==> src/rtl/serial_sum_collector.sv <==
// Serial-in, parallel-out collector for the LSB-first serial adder output.
// Optional macro SERIAL_SUM_CARRY_EN: when defined, o_cout captures the final carry; otherwise o_cout is 0.
module serial_sum_collector #(
    parameter int N = 8
) (
    input  logic         i_clk,
    input  logic         i_rst_n,
    input  logic         i_start,
    input  logic         i_bit_vld,
    input  logic         i_sum_bit,
    input  logic         i_carry,
    input  logic         i_rdy,
    output logic [N-1:0] o_sum,
    output logic         o_cout,
    output logic         o_vld,
    output logic         o_busy,
    output logic         o_ovf
);

    localparam int CW = $clog2(N + 1);

    typedef enum logic [1:0] {
        IDLE    = 2'd0,
        COLLECT = 2'd1,
        HOLD    = 2'd2
    } state_t;

    state_t          state_reg, state_next;
    logic [N-1:0]    shreg_reg;
    logic [N-1:0]    sum_reg;
    logic [CW-1:0]   count_reg;
    logic            ovf_reg;

    logic            start_en;
    logic            shift_en;
    logic            drop_en;
    logic            last_bit;
    logic [N-1:0]    shift_word;
    logic [N-1:0]    first_word;

    assign last_bit   = (count_reg == CW'(N - 1));
    assign shift_word = {i_sum_bit, shreg_reg[N-1:1]};
    assign first_word = {i_sum_bit, {(N-1){1'b0}}};

    always_ff @(posedge i_clk or negedge i_rst_n) begin
        if (!i_rst_n) begin
            state_reg <= IDLE;
        end else begin
            state_reg <= state_next;
        end
    end

    // A start in COLLECT restarts the word and stays in COLLECT.
    always_comb begin
        state_next = state_reg;
        case (state_reg)
            IDLE:    if (i_start) state_next = COLLECT;
            COLLECT: if (!i_start && i_bit_vld && last_bit) state_next = HOLD;
            HOLD:    if (i_rdy) state_next = i_start ? COLLECT : IDLE;
            default: state_next = IDLE;
        endcase
    end

    always_comb begin
        o_vld    = 1'b0;
        o_busy   = 1'b0;
        start_en = 1'b0;
        shift_en = 1'b0;
        drop_en  = 1'b0;
        case (state_reg)
            IDLE: begin
                start_en = i_start;
            end
            COLLECT: begin
                o_busy   = 1'b1;
                start_en = i_start;
                shift_en = !i_start && i_bit_vld;
            end
            HOLD: begin
                o_vld    = 1'b1;
                start_en = i_start && i_rdy;
                drop_en  = !i_rdy && (i_start || i_bit_vld);
            end
            default: ;
        endcase
    end

    always_ff @(posedge i_clk or negedge i_rst_n) begin
        if (!i_rst_n) begin
            shreg_reg <= '0;
            count_reg <= '0;
            sum_reg   <= '0;
            ovf_reg   <= 1'b0;
        end else begin
            if (start_en) begin
                shreg_reg <= i_bit_vld ? first_word : '0;
                count_reg <= i_bit_vld ? CW'(1) : '0;
            end else if (shift_en) begin
                shreg_reg <= shift_word;
                if (last_bit) begin
                    sum_reg   <= shift_word;
                    count_reg <= '0;
                end else begin
                    count_reg <= count_reg + CW'(1);
                end
            end
            if (drop_en) begin
                ovf_reg <= 1'b1;
            end
        end
    end

`ifdef SERIAL_SUM_CARRY_EN
    logic cout_reg;

    always_ff @(posedge i_clk or negedge i_rst_n) begin
        if (!i_rst_n) begin
            cout_reg <= 1'b0;
        end else if (shift_en && last_bit) begin
            cout_reg <= i_carry;
        end
    end

    assign o_cout = cout_reg;
`else
    logic unused_carry;
    assign unused_carry = i_carry;
    assign o_cout       = 1'b0;
`endif

    assign o_sum = sum_reg;
    assign o_ovf = ovf_reg;

endmodule
==> config.mk <==
export PLATFORM = sky130hd
export DESIGN_NAME = serial_sum_collector
export DESIGN_NICKNAME = d
export VERILOG_FILES = /design/src/rtl/serial_sum_collector.sv
export SDC_FILE = /design/constraint.sdc
export NUM_CORES = 1
export LEC_CHECK = 0
export ABC_AREA = 1
export CORE_MARGIN = 3
export CORE_UTILIZATION = 40
export CTS_BUF_LIST = sky130_fd_sc_hd__clkbuf_8
export DETAILED_ROUTE_END_ITERATION = 16
export SLEW_MARGIN = 20
export SYNTH_ARGS = -nofsm -noshare
export SYNTH_HDL_FRONTEND = slang
export SYNTH_SLANG_ARGS = --single-unit
==> constraint.sdc <==
create_clock -name i_clk -period 1.55 [get_ports i_clk]
set_clock_uncertainty 0.2 [all_clocks]
set_input_delay 0.31 -clock i_clk [delete_from_list [all_inputs] [get_ports i_clk]]
set_output_delay 0.31 -clock i_clk [all_outputs]
set_load 0.05 [all_outputs]
==> results.md <==
- Non-Filler Cell Area, Final: 0.00150 sq mm
- Area grow syn2layout: 46.7%
- Ys flop type: dfrtp_1
- Worst Hold Class: in2async
- Post-Syn Nets: 128
- First DRT Iteration DRCs: 6
- Startpoint types: register
- Synth async-reset ratio: 100%
- Fill count: 201
- Die Width: 56.5 um
- Port Buffers: 16
- Netlist Area Pre-Place: 0.00102 sq mm
- Final Util: 64.6%
- TritonCTS clock tree: yes
- CTS buffer count: 3
- PwrDens: 985 mW/mm^2
- First-pass GRT wire length: 3.60 mm
- GRT Resource Usage Total: 14.2%
- Drt pass-1 iters: 4
- # nets final: 158
- Syn. warnings: 0
- Core footprint: 0.00232 sq mm
- GP Congestion: 0.738
- Max reg flops: 8
- DRC: 0
- Io pins: 19
- Leakage: 0.777 nW
- Antenna Nets Post-Route: 0
- Post-synth EDFFs: 0
- Period utilisation layout: 98.6%
- Final Total Pwr: 1.47 mW
- Dpl hpwl: 1.50 mm
- Crit Path Class: reg2out
- Vias: 844
- Longest Clk Path Bufs: 2
- Synth cell types: 21
- N_diodes: 0
- Max Cap Viol: 0
- Top-area cell type share of the netlist area: 53.9%
- Arrival time worst endpoint: 1020 ps
- Area contributors post-synth: dfrtp_1 (54%), nand2_1 (18%), nand3_1 (6.4%)
- Post-synth top area cell: dfrtp_1
- Average size of a mapped cell: 8.51 sq um
- Via/cell ratio: 4.77
- Cell Area, Placed: 0.00135 sq mm
- Gate Count Post-Synth: 120
- Chip height: 56.5 um
- Worst-path clk slew: 80 ps
- WL final: 2.25 mm
- Critical Path Fanout Max: 3
- Root Buffer: clkbuf_8
- Sum of negative setup slack: 0 ps
- # rows: 17
- Routed length per placed instance: 12.7 um
- Pin count of the biggest net entering global routing: 23
- Crit end category: primary output
- H-tree Lvls: 1
- Slew Limit Fails: 0
- Worst vdd ir: 1090 uV
- Minimum hold slack: 202 ps
- Tmin final: 1530 ps
- Critical Path RT: 1040 ps
- Worst skew pair latency: 260 ps
- Endpoints failing hold: 0
- Register Area: 551 sq um
- #FFs+latches synth: 22
- Multi-input gate area: 429 sq um
- Vias in the first global route: 828
- Initial core utilization: 44.0%
- RSZ-0062 raised after global routing: true
- Die area: 0.00319 sq mm
- Setup violators final: 0
- Most numerous cell in the Yosys netlist: nand2_1
- Initial antenna violation count: 0
- Share of layout cells above drive strength 1: 30.9%
- Status: finished clean
- CTS sink count: 22
- Top cells by count, synth: nand2_1 (49), dfrtp_1 (22), nand3_1 (13), inv_1 (7), o21ai_1 (5)
- Register area share after synthesis: 53.9%
- Fmax: 654 MHz
- Grt ovf: 0
## final cells by class
| cell class | count | area share (%) |
|---|---|---|
| tap | 28 | 2.34 |
| inverter | 11 | 3.09 |
| clock inverter | 1 | 2.01 |
| clock buffer | 3 | 2.76 |
| sequential | 22 | 36.8 |
| timing repair buffer | 28 | 24.4 |
| multi-input combinational | 84 | 28.7 |
## worst max-delay path, stage by stage, from the launching register on
cell and delay (ps):
dfrtp_1 410, inv_2 90, nand2_2 60, inv_2 70
buf_12 130
## cells in the final DEF, fill, tap and decap left out, drive strengths merged, types with 2 or more instances in the layout
cell / count
buf: 23
clkbuf: 3
clkdlybuf4s50: 3
dfrtp: 22
dlymetal6s2s: 2
inv: 10
nand2: 51
nand3: 15
nor2: 5
o21ai: 9
## power breakdown
part,internal (mW),total (mW),leakage (nW),switching [mW]
clock network,0.345,0.529,0.0357,0.184
registers,0.603,0.626,0.292,0.0230
logic,0.133,0.320,0.449,0.187
total,1.08,1.47,0.777,0.394
## worst paths after layout
check,endpoint,depth (start not counted),startpoint,slack [ps]
max,o_vld,4,state_reg[0],20
min,o_ovf,2,i_rst_n,200
max reg2reg,count_reg[3],8,state_reg[1],60
min reg2reg,o_sum[0],2,shreg_reg[1],300
max in group asynchronous,o_sum[6],2,i_rst_n,730
min in group i_clk,state_reg[0],3,i_start,240
## metal layers
| layer | wire (um) | track usage (%) | part of all wire [%] | vias to the layer above |
|---|---|---|---|---|
| li1 | - | - | - | 430 |
| met1 | 984 | 18.1 | 44 | 403 |
| met2 | 1180 | 23.9 | 53 | 9 |
| met3 | 71 | 4.60 | 3.2 | 2 |
| met4 | 12 | 2.03 | 0.53 | 0 |
| met5 | 0 | 0 | 0 | - |
## logic make-up after synthesis
kind of cell,count (synthesis),synth area share (%)
AND/OR/NAND/NOR,71,30.9
flip-flops,22,53.9
buffers and inverters,14,7.11
AO/OA/AOI/OAI,9,4.78
XOR/XNOR,2,1.72
adder cells (fa/ha/maj),1,1.23
other,1,0.367
## what timing repair did
| item | in CTS | in global routing |
|---|---|---|
| gates resized for setup | 2 | 12 |
| buffers inserted | 1 | 4 |
| setup endpoints to repair | 3 | 12 |
| hold buffers | 0 | 0 |
| pin swaps | 0 | 3 |
## stage by stage
stage               std cells  worst slack (ps)
finish                    177              21.4
global placement          168              -242
CTS                       173              1.28
floorplan                 120               143
global route              177             -74.1
detailed placement        168              -292
Power figures use the tool's default switching activity.
